### config.mk
export PLATFORM = sky130hd
export DESIGN_NAME = seq_detector_prog_flat
export DESIGN_NICKNAME = d
export VERILOG_FILES = /design/src/rtl/seq_detector_prog_if.sv /design/src/rtl/seq_detector_prog.sv /design/src/flat_wrapper.sv
export SDC_FILE = /design/constraint.sdc
export NUM_CORES = 1
export LEC_CHECK = 0
export BUFFER_PORTS_ARGS = -buffer_cell sky130_fd_sc_hd__clkbuf_2
export CORE_MARGIN = 2
export CORE_UTILIZATION = 56
export CTS_CLUSTER_DIAMETER = 60
export DETAILED_ROUTE_END_ITERATION = 16
export HOLD_SLACK_MARGIN = 0.03
export PLACE_DENSITY = 0.83
export SLEW_MARGIN = 20
export SYNTH_ARGS = -nofsm -noshare
export SYNTH_HDL_FRONTEND = slang
export SYNTH_SLANG_ARGS = --single-unit
### constraint.sdc
create_clock -name i_clk -period 3.53 [get_ports i_clk]
set_input_delay 0.5295 -clock i_clk [delete_from_list [all_inputs] [get_ports i_clk]]
set_output_delay 0.5295 -clock i_clk [all_outputs]
set_load 0.03 [all_outputs]
### src/rtl/seq_detector_prog_if.sv
// Serial-stream, configuration and status signals of the programmable pattern detector.
// master = stream/config source, slave = detector.
interface seq_detector_prog_if #(
    parameter int MAX_LEN = 8,
    parameter int LEN_W   = 4,
    parameter int CNT_W   = 16
);
    logic               x;
    logic               x_valid;
    logic               cfg_load;
    logic [MAX_LEN-1:0] cfg_pattern;
    logic [LEN_W-1:0]   cfg_len;
    logic               cfg_overlap;
    logic               clr_cnt;
    logic               z;
    logic               cfg_err;
    logic [CNT_W-1:0]   match_cnt;

    modport master (
        output x, x_valid, cfg_load, cfg_pattern, cfg_len, cfg_overlap, clr_cnt,
        input  z, cfg_err, match_cnt
    );

    modport slave (
        input  x, x_valid, cfg_load, cfg_pattern, cfg_len, cfg_overlap, clr_cnt,
        output z, cfg_err, match_cnt
    );
endinterface

### src/rtl/seq_detector_prog.sv
// Runtime-programmable serial pattern detector: Mealy z (0-cycle latency), 1-cycle cfg_err pulse.
// Saturating match counter present only when SEQ_DET_MATCH_CNT_EN is defined; otherwise match_cnt is 0.
module seq_detector_prog #(
    parameter int MAX_LEN = 8,
    parameter int LEN_W   = 4,
    parameter int CNT_W   = 16
) (
    input logic              i_clk,
    input logic              i_rst,
    seq_detector_prog_if.slave bus
);
    logic [MAX_LEN-1:0] r_hist;
    logic [MAX_LEN-1:0] r_pat;
    logic [LEN_W-1:0]   r_fill;
    logic [LEN_W-1:0]   r_len;
    logic               r_overlap;
    logic               r_cfg_err;

    logic [MAX_LEN-1:0] w_shift;
    logic [MAX_LEN-1:0] w_mask;
    logic [LEN_W:0]     w_fill_inc;
    logic [LEN_W-1:0]   w_fill_nxt;
    logic               w_take;
    logic               w_cfg_ok;
    logic               w_match;

    assign w_take  = bus.x_valid && !bus.cfg_load;
    assign w_shift = {r_hist[MAX_LEN-2:0], bus.x};

    always_comb begin
        w_mask = '0;
        for (int i = 0; i < MAX_LEN; i++) begin
            w_mask[i] = (LEN_W'(i) < r_len);
        end
    end

    // One extra bit so fill+1 cannot wrap when MAX_LEN == 2**LEN_W-1.
    assign w_fill_inc = {1'b0, r_fill} + (LEN_W+1)'(1);
    assign w_fill_nxt = (w_fill_inc >= (LEN_W+1)'(MAX_LEN)) ? LEN_W'(MAX_LEN)
                                                            : w_fill_inc[LEN_W-1:0];
    assign w_match    = w_take && (w_fill_inc >= {1'b0, r_len})
                        && (((w_shift ^ r_pat) & w_mask) == '0);
    assign w_cfg_ok   = (bus.cfg_len != '0) && (bus.cfg_len <= LEN_W'(MAX_LEN));

    assign bus.z       = w_match && !i_rst;
    assign bus.cfg_err = r_cfg_err;

    always_ff @(posedge i_clk or posedge i_rst) begin
        if (i_rst) begin
            r_hist    <= '0;
            r_fill    <= '0;
            r_pat     <= '0;
            r_len     <= LEN_W'(1);
            r_overlap <= 1'b1;
            r_cfg_err <= 1'b0;
        end else begin
            r_cfg_err <= bus.cfg_load && !w_cfg_ok;
            if (bus.cfg_load) begin
                if (w_cfg_ok) begin
                    r_pat     <= bus.cfg_pattern;
                    r_len     <= bus.cfg_len;
                    r_overlap <= bus.cfg_overlap;
                    r_hist    <= '0;
                    r_fill    <= '0;
                end
            end else if (bus.x_valid) begin
                r_hist <= w_shift;
                r_fill <= (w_match && !r_overlap) ? '0 : w_fill_nxt;
            end
        end
    end

`ifdef SEQ_DET_MATCH_CNT_EN
    logic [CNT_W-1:0] r_cnt;

    always_ff @(posedge i_clk or posedge i_rst) begin
        if (i_rst) begin
            r_cnt <= '0;
        end else if (bus.clr_cnt) begin
            r_cnt <= '0;
        end else if (w_match && (r_cnt != '1)) begin
            r_cnt <= r_cnt + CNT_W'(1);
        end
    end

    assign bus.match_cnt = r_cnt;
`else
    logic w_unused_clr;
    assign w_unused_clr  = bus.clr_cnt;
    assign bus.match_cnt = '0;
`endif
endmodule
### src/flat_wrapper.sv
// flat-port wrapper written by rule: the top's interface ports become plain ports
module seq_detector_prog_flat 
#(
    parameter int MAX_LEN = 8,
    parameter int LEN_W   = 4,
    parameter int CNT_W   = 16
)
  (i_clk, i_rst, bus_x, bus_x_valid, bus_cfg_load, bus_cfg_pattern, bus_cfg_len, bus_cfg_overlap, bus_clr_cnt, bus_z, bus_cfg_err, bus_match_cnt);
  seq_detector_prog_if #(.MAX_LEN(MAX_LEN), .LEN_W(LEN_W), .CNT_W(CNT_W)) bus_i ();
  input logic i_clk;
  input logic i_rst;
  input wire logic [$bits(bus_i.x)-1:0] bus_x;
  input wire logic [$bits(bus_i.x_valid)-1:0] bus_x_valid;
  input wire logic [$bits(bus_i.cfg_load)-1:0] bus_cfg_load;
  input wire logic [$bits(bus_i.cfg_pattern)-1:0] bus_cfg_pattern;
  input wire logic [$bits(bus_i.cfg_len)-1:0] bus_cfg_len;
  input wire logic [$bits(bus_i.cfg_overlap)-1:0] bus_cfg_overlap;
  input wire logic [$bits(bus_i.clr_cnt)-1:0] bus_clr_cnt;
  output wire logic [$bits(bus_i.z)-1:0] bus_z;
  output wire logic [$bits(bus_i.cfg_err)-1:0] bus_cfg_err;
  output wire logic [$bits(bus_i.match_cnt)-1:0] bus_match_cnt;
  assign bus_i.x = bus_x;
  assign bus_i.x_valid = bus_x_valid;
  assign bus_i.cfg_load = bus_cfg_load;
  assign bus_i.cfg_pattern = bus_cfg_pattern;
  assign bus_i.cfg_len = bus_cfg_len;
  assign bus_i.cfg_overlap = bus_cfg_overlap;
  assign bus_i.clr_cnt = bus_clr_cnt;
  assign bus_z = bus_i.z;
  assign bus_cfg_err = bus_i.cfg_err;
  assign bus_match_cnt = bus_i.match_cnt;
  seq_detector_prog #(.MAX_LEN(MAX_LEN), .LEN_W(LEN_W), .CNT_W(CNT_W)) u_core (.i_clk(i_clk), .i_rst(i_rst), .bus(bus_i));
endmodule
==> impl_metrics.env, run 1 <==
export IMPL_ios=37
export IMPL_drt_wl_total_um=2560
export IMPL_critical_path_buf_inv_count=1
export IMPL_initial_core_util_pct=59.7
export IMPL_fmax_mhz=343
export IMPL_top_usage_layer="met2"
export IMPL_post_route_period_util_pct=82.5
export IMPL_maxSlewViolCount=0
export IMPL_crit_start="u_core.r_fill[0]"
export IMPL_clock_latency_ns=0.31
export IMPL_grt_ovfl_total=0
export IMPL_ctsResizeCount=0
export IMPL_grt_pass1_wl_um=4520
export IMPL_synth_distinct_cells=34
export IMPL_cts_clk_slew_worst_paths_ns=0.13
export IMPL_final_core_util_pct=62.2
export IMPL_drc=0
export IMPL_rsz0062_at_grt="no"
export IMPL_ys_warn_count=0
export IMPL_die_y_um=55.6
export IMPL_p_leak_uw=0.000784
export IMPL_r2r_start="u_core.r_fill[0]"
export IMPL_cts_root_buf="clkbuf_4"
export IMPL_routedWlPerCell_um=13.3
export IMPL_skew_ns=0.00284
export IMPL_routabilityCongestion=0.798
export IMPL_cts_buffers=3
export IMPL_cp_slowest_cell="dfrtp_1"
export IMPL_final_cell_mix="23 x dfrtp_1, 19 x nand2_1, 19 x clkbuf_2"
export IMPL_whs_ns=0.225
export IMPL_finalNonFillerCells=193
export IMPL_antenna_left=0
export IMPL_grt_use_met3_pct=3.95
export IMPL_power_density_nw_per_um2=444
export IMPL_synth_area_um2=1490
export IMPL_first_global_vias=1039
export IMPL_final_hold_viol_count=0
export IMPL_status="finished clean"
export IMPL_tritoncts="built"
export IMPL_dr_pass1_iters=4
export IMPL_max_slew_margin_pct=48.6
export IMPL_via_per_inst=5.41
export IMPL_die_x_um=55.6
export IMPL_placed_cell_area_um2=1530
export IMPL_met2_usage_pct=34.9
export IMPL_grt_antenna_before_repair=0
export IMPL_setup_viol=0
export IMPL_synth_cells=146
export IMPL_numPortBuffers=19
export IMPL_crit_path_start_kind="flip-flop"
export IMPL_required_ns=3.00
export IMPL_cp_end_kind="output pin"
export IMPL_ys_ff_latch=25
export IMPL_multi_input_area_um2=744
export IMPL_synthToLayoutAreaGrowth_pct=4.19
export IMPL_dieArea_um2=3090
export IMPL_worstPathArrival_ns=2.38
export IMPL_worst_pin_slew_ns=0.769
export IMPL_drive_gt1_share_pct=27.0
export IMPL_grt_use_total_pct=18.5
export IMPL_htreeDepth=1
export IMPL_num_rows=18
export IMPL_coreArea_um2=2500
export IMPL_crit_chain="ha_1 > nand2b_1 > nand2_1 > ha_1 > o21ai_0 > o21a_1 > nor4_1 > clkbuf_2"
export IMPL_grt_max_degree=27
export IMPL_peakVddDrop_mv=0.321
export IMPL_path_max_fanout=5
export IMPL_clockBufferDepth=2
export IMPL_dr_total_vias=1044
export IMPL_fillers=205
export IMPL_cts_setup_buffers=0
export IMPL_hold_class="input pin to asynchronous set/reset pin"
export IMPL_slowest_delay_ns=0.46
export IMPL_drv_cap=0
export IMPL_avgSynthCellArea_um2=10.2
export IMPL_placed_cells=189
export IMPL_period_minus_slack_ns=2.91
export IMPL_dp_hpwl_um=1960
export IMPL_hold_buffers=0
export IMPL_crit_type="flip-flop to output pin"
export IMPL_final_nets=189
export IMPL_grtUsageMet1_pct=20.5
export IMPL_drt_iter0_drc=21
export IMPL_cts_sinks=25
export IMPL_fin_area_um2=1560
export IMPL_critPathTopFamily="simple AND/OR/NAND/NOR gates"
export IMPL_n_antenna_cell=0
export IMPL_cp_common_cell="ha_1"
export IMPL_final_common_cell="dfrtp_1"
export IMPL_setup_tns_ns=0
export IMPL_seqCellArea_um2=628
export IMPL_seq_area_frac_synth_pct=42.1
worst min-delay path: stages:
cell and delay [ns]:
clkbuf_2 0.08, inv_1 0.04, buf_4 0.30
registers in the layout, summed over array words and instances, names as in the netlist:
register / flops
u_core.r_hist: 7
u_core.r_overlap: 1
u_core.r_fill: 4
u_core.r_pat: 8
u_core.bus.cfg_err: 1
u_core.r_len: 4
synthesized netlist by cell type:
cell type / number / area, um2
nor3_1: 1 / 5.00
buf_6: 2 / 22.5
o221ai_2: 1 / 15.0
nand3_1: 9 / 45.0
a211oi_1: 2 / 15.0
conb_1: 1 / 3.75
nand4_1: 1 / 6.26
xnor2_1: 4 / 35.0
ha_1: 6 / 75.1
a21oi_2: 1 / 8.76
xor2_1: 6 / 52.6
a211o_1: 1 / 8.76
a21oi_1: 4 / 20.0
o21a_1: 2 / 15.0
dfstp_2: 2 / 52.6
o21ai_0: 4 / 20.0
nor4_4: 1 / 21.3
nand2_1: 19 / 71.3
o31ai_1: 2 / 15.0
nor4_1: 2 / 12.5
a21o_1: 1 / 7.51
a22o_2: 1 / 10.0
and3_1: 1 / 6.26
inv_1: 4 / 15.0
buf_1: 1 / 3.75
dfrtp_1: 23 / 576
buf_4: 16 / 120
nor2_1: 1 / 3.75
a31oi_1: 2 / 12.5
buf_2: 3 / 15.0
mux2_2: 13 / 146
nand2b_1: 6 / 37.5
nor2b_1: 2 / 12.5
nor2_2: 1 / 6.26
worst paths after layout:
path,to,slack (ns),depth (start not counted)
max in group asynchronous,u_core.r_len[0],3.01,3
worst min register to register,u_core.r_hist[1],0.54,2
worst max-delay path,bus_z,0.62,8
worst min-delay path,u_core.r_fill[2],0.23,3
worst max register to register,u_core.r_fill[0],1.24,9
min in group i_clk,u_core.r_hist[0],0.44,3
cells by family after synthesis:
logic type	after synthesis	synth area share, %
flip-flops	25	42.1
XOR/XNOR	10	5.87
AO/OA/AOI/OAI	21	9.89
adder cells (fa/ha/maj)	6	5.03
AND/OR/NAND/NOR	44	15.3
multiplexers	13	9.81
other	1	0.251
buffers and inverters	26	11.8
power breakdown:
group,internal [uW],switching (uW),total (uW)
Clock,42.3,80.9,123
Combinational,87.8,112,200
Sequential,327,39.7,367
metrics by stage:
stage	setup slack, ns	total power, uW
6_report	0.619	690
3_3_place_gp	1.05	560
4_1_cts	0.598	698
3_5_place_dp	0.973	574
5_1_grt	0.391	746
2_1_floorplan	0.692	544
cell type report:
type	instances	area share, %
multi-input cells	110	47.9
flip-flops and latches	25	40.4
repair buffers	20	6.60
clock inverters	1	0.322
clock buffers	3	1.45
inverters	4	0.965
well taps	30	2.41
routing by layer:
metal	up-vias	routed length (um)	share of wire [%]
met5	-	0	0
met4	0	34	1.3
met3	4	138	5.4
met2	35	1400	55
met1	504	989	39
li1	501	-	-
(Power assumes the default switching activity.)
==> run 2: changes to the inputs <==
--- a/config.mk
+++ b/config.mk
@@ -7,11 +7,11 @@
 export LEC_CHECK = 0
 export BUFFER_PORTS_ARGS = -buffer_cell sky130_fd_sc_hd__clkbuf_2
 export CORE_MARGIN = 2
-export CORE_UTILIZATION = 56
+export CORE_UTILIZATION = 52
 export CTS_CLUSTER_DIAMETER = 60
 export DETAILED_ROUTE_END_ITERATION = 16
 export HOLD_SLACK_MARGIN = 0.03
-export PLACE_DENSITY = 0.83
+export PLACE_DENSITY = 0.78
 export SLEW_MARGIN = 20
 export SYNTH_ARGS = -nofsm -noshare
 export SYNTH_HDL_FRONTEND = slang
==> constraint.sdc (replaced) <==
create_clock -name i_clk -period 2.9 [get_ports i_clk]
set_input_delay 0.435 -clock i_clk [delete_from_list [all_inputs] [get_ports i_clk]]
set_output_delay 0.435 -clock i_clk [all_outputs]
set_load 0.03 [all_outputs]
==> impl_metrics.env, run 2 (same netlist as run 1, synthesis figures left out) <==
export IMPL_dr_total_vias=1044
export IMPL_dieArea_um2=3310
export IMPL_tritoncts="built"
export IMPL_final_hold_viol_count=0
export IMPL_n_antenna_cell=0
export IMPL_clockBufferDepth=2
export IMPL_r2r_start="u_core.r_fill[1]"
export IMPL_ff2ff_setup_slack_ns=0.68
export IMPL_grt_use_total_pct=16.8
export IMPL_cts_root_buf="clkbuf_4"
export IMPL_hold_buffers=0
export IMPL_num_rows=19
export IMPL_final_cell_mix="22 x dfrtp_1, 19 x nand2_1, 18 x clkbuf_2"
export IMPL_initial_core_util_pct=54.6
export IMPL_htreeDepth=1
export IMPL_required_ns=2.47
export IMPL_setup_tns_ns=0
export IMPL_period_minus_slack_ns=2.74
export IMPL_drt_iter0_drc=30
export IMPL_drt_wl_total_um=2510
export IMPL_dp_hpwl_um=1850
export IMPL_skew_ns=0.00312
export IMPL_drive_gt1_share_pct=28.7
export IMPL_ios=37
export IMPL_r2r_cells=8
export IMPL_finalNonFillerCells=195
export IMPL_power_density_nw_per_um2=548
export IMPL_die_y_um=57.6
export IMPL_crit_path_start_kind="flip-flop"
export IMPL_grt_ovfl_total=0
export IMPL_worstPathArrival_ns=2.30
export IMPL_synthToLayoutAreaGrowth_pct=5.36
export IMPL_routabilityCongestion=0.768
export IMPL_cts_buffers=3
export IMPL_r2r_end="u_core.r_fill[0]"
export IMPL_grt_pass1_wl_um=4200
export IMPL_clock_latency_ns=0.33
export IMPL_final_nets=190
export IMPL_finalPower_uw=862
export IMPL_worst_pin_slew_ns=0.769
export IMPL_top_register="u_core.r_pat"
export IMPL_largest_reg_flops=8
export IMPL_final_common_cell="dfrtp_1"
export IMPL_drc=0
export IMPL_cp_end_kind="output pin"
export IMPL_coreArea_um2=2730
export IMPL_cts_clk_slew_worst_paths_ns=0.14
export IMPL_drv_cap=0
export IMPL_antenna_left=0
export IMPL_routedWlPerCell_um=12.9
export IMPL_first_global_vias=1017
export IMPL_numPortBuffers=19
export IMPL_placed_cell_area_um2=1530
export IMPL_grt_antenna_before_repair=0
export IMPL_fmax_mhz=365
export IMPL_die_x_um=57.6
export IMPL_rsz0062_at_grt="no"
export IMPL_status="finished clean"
export IMPL_crit_type="flip-flop to output pin"
export IMPL_hold_class="input pin to asynchronous set/reset pin"
export IMPL_max_slew_margin_pct=48.6
export IMPL_maxSlewViolCount=0
export IMPL_p_leak_uw=0.000782
export IMPL_grt_max_degree=26
export IMPL_fin_area_um2=1570
export IMPL_cts_sinks=25
export IMPL_post_route_period_util_pct=94.4
export IMPL_reg_top3="u_core.r_pat: 8 flops, u_core.r_hist: 7 flops"
export IMPL_path_max_fanout=4
export IMPL_setup_viol=0
export IMPL_via_per_inst=5.35
export IMPL_dr_pass1_iters=4
export IMPL_placed_cells=190
export IMPL_peakVddDrop_mv=0.442
==> run 2: cell count changes in the layout (fill, tap and decap cells not counted), sizes merged <==
cell      before  now
clkbuf        22   21
buf            1    3
clkinv         1    0
clkinvlp       0    1
==> run 2: critical path: stages, from the launching register on <==
cell	delay [ns]
dfrtp_1	0.44
buf_4	0.15
ha_1	0.29
ha_1	0.28
a211oi_1	0.07
o21a_1	0.23
nor4_1	0.31
buf_4	0.22
==> run 2: cell type report <==
type / count / area (um2)
multi-input cells: 110 / 747
fillers: 244 / 1160
clock inverters: 1 / 7.51
well taps: 31 / 38.8
inverters: 4 / 15.0
flip-flops and latches: 25 / 629
clock buffers: 3 / 22.5
repair buffers: 21 / 113
==> run 2: metal layers <==
layer	track usage (%)	share of wire (%)
met1	19.3	42
met2	27.9	49
met3	4.54	6.5
met4	9.63	2.6
met5	0	0
==> run 2: power by group <==
group	switching (uW)	internal [uW]	leakage [uW]	total [uW]
logic	138	110	0.000456	248
registers	48.6	399	0.000313	448
clock network	113	53.0	0.0000139	166
total	299	562	0.000782	862
==> run 2: repair_timing <==
item / in CTS / in global routing
resized for setup: 0 / 4
endpoints found under the setup margin: 0 / 1
setup buffers: 0 / 1
==> run 2: worst max path at each step <==
stage,startpoint,to,slack (ns),depth (start not counted)
final,u_core.r_fill[1],bus_z,0.16,7
after global routing,u_core.r_fill[0],bus_z,0.03,8
after CTS,u_core.r_fill[0],bus_z,0.07,8
after detailed placement,u_core.r_fill[0],bus_z,0.46,8
after global placement,u_core.r_fill[0],bus_z,0.53,8
after floorplan,u_core.r_fill[0],bus_z,0.16,7
==> run 2: metrics by stage <==
step                hold slack, ns  util (%)  setup WS [ns]
global placement             0.491      55.9          0.534
floorplan                    0.469         -          0.157
detailed placement           0.506      55.9          0.460
finish                       0.143      57.5          0.163
CTS                          0.142      57.0         0.0692
global route                 0.191      57.5         0.0294
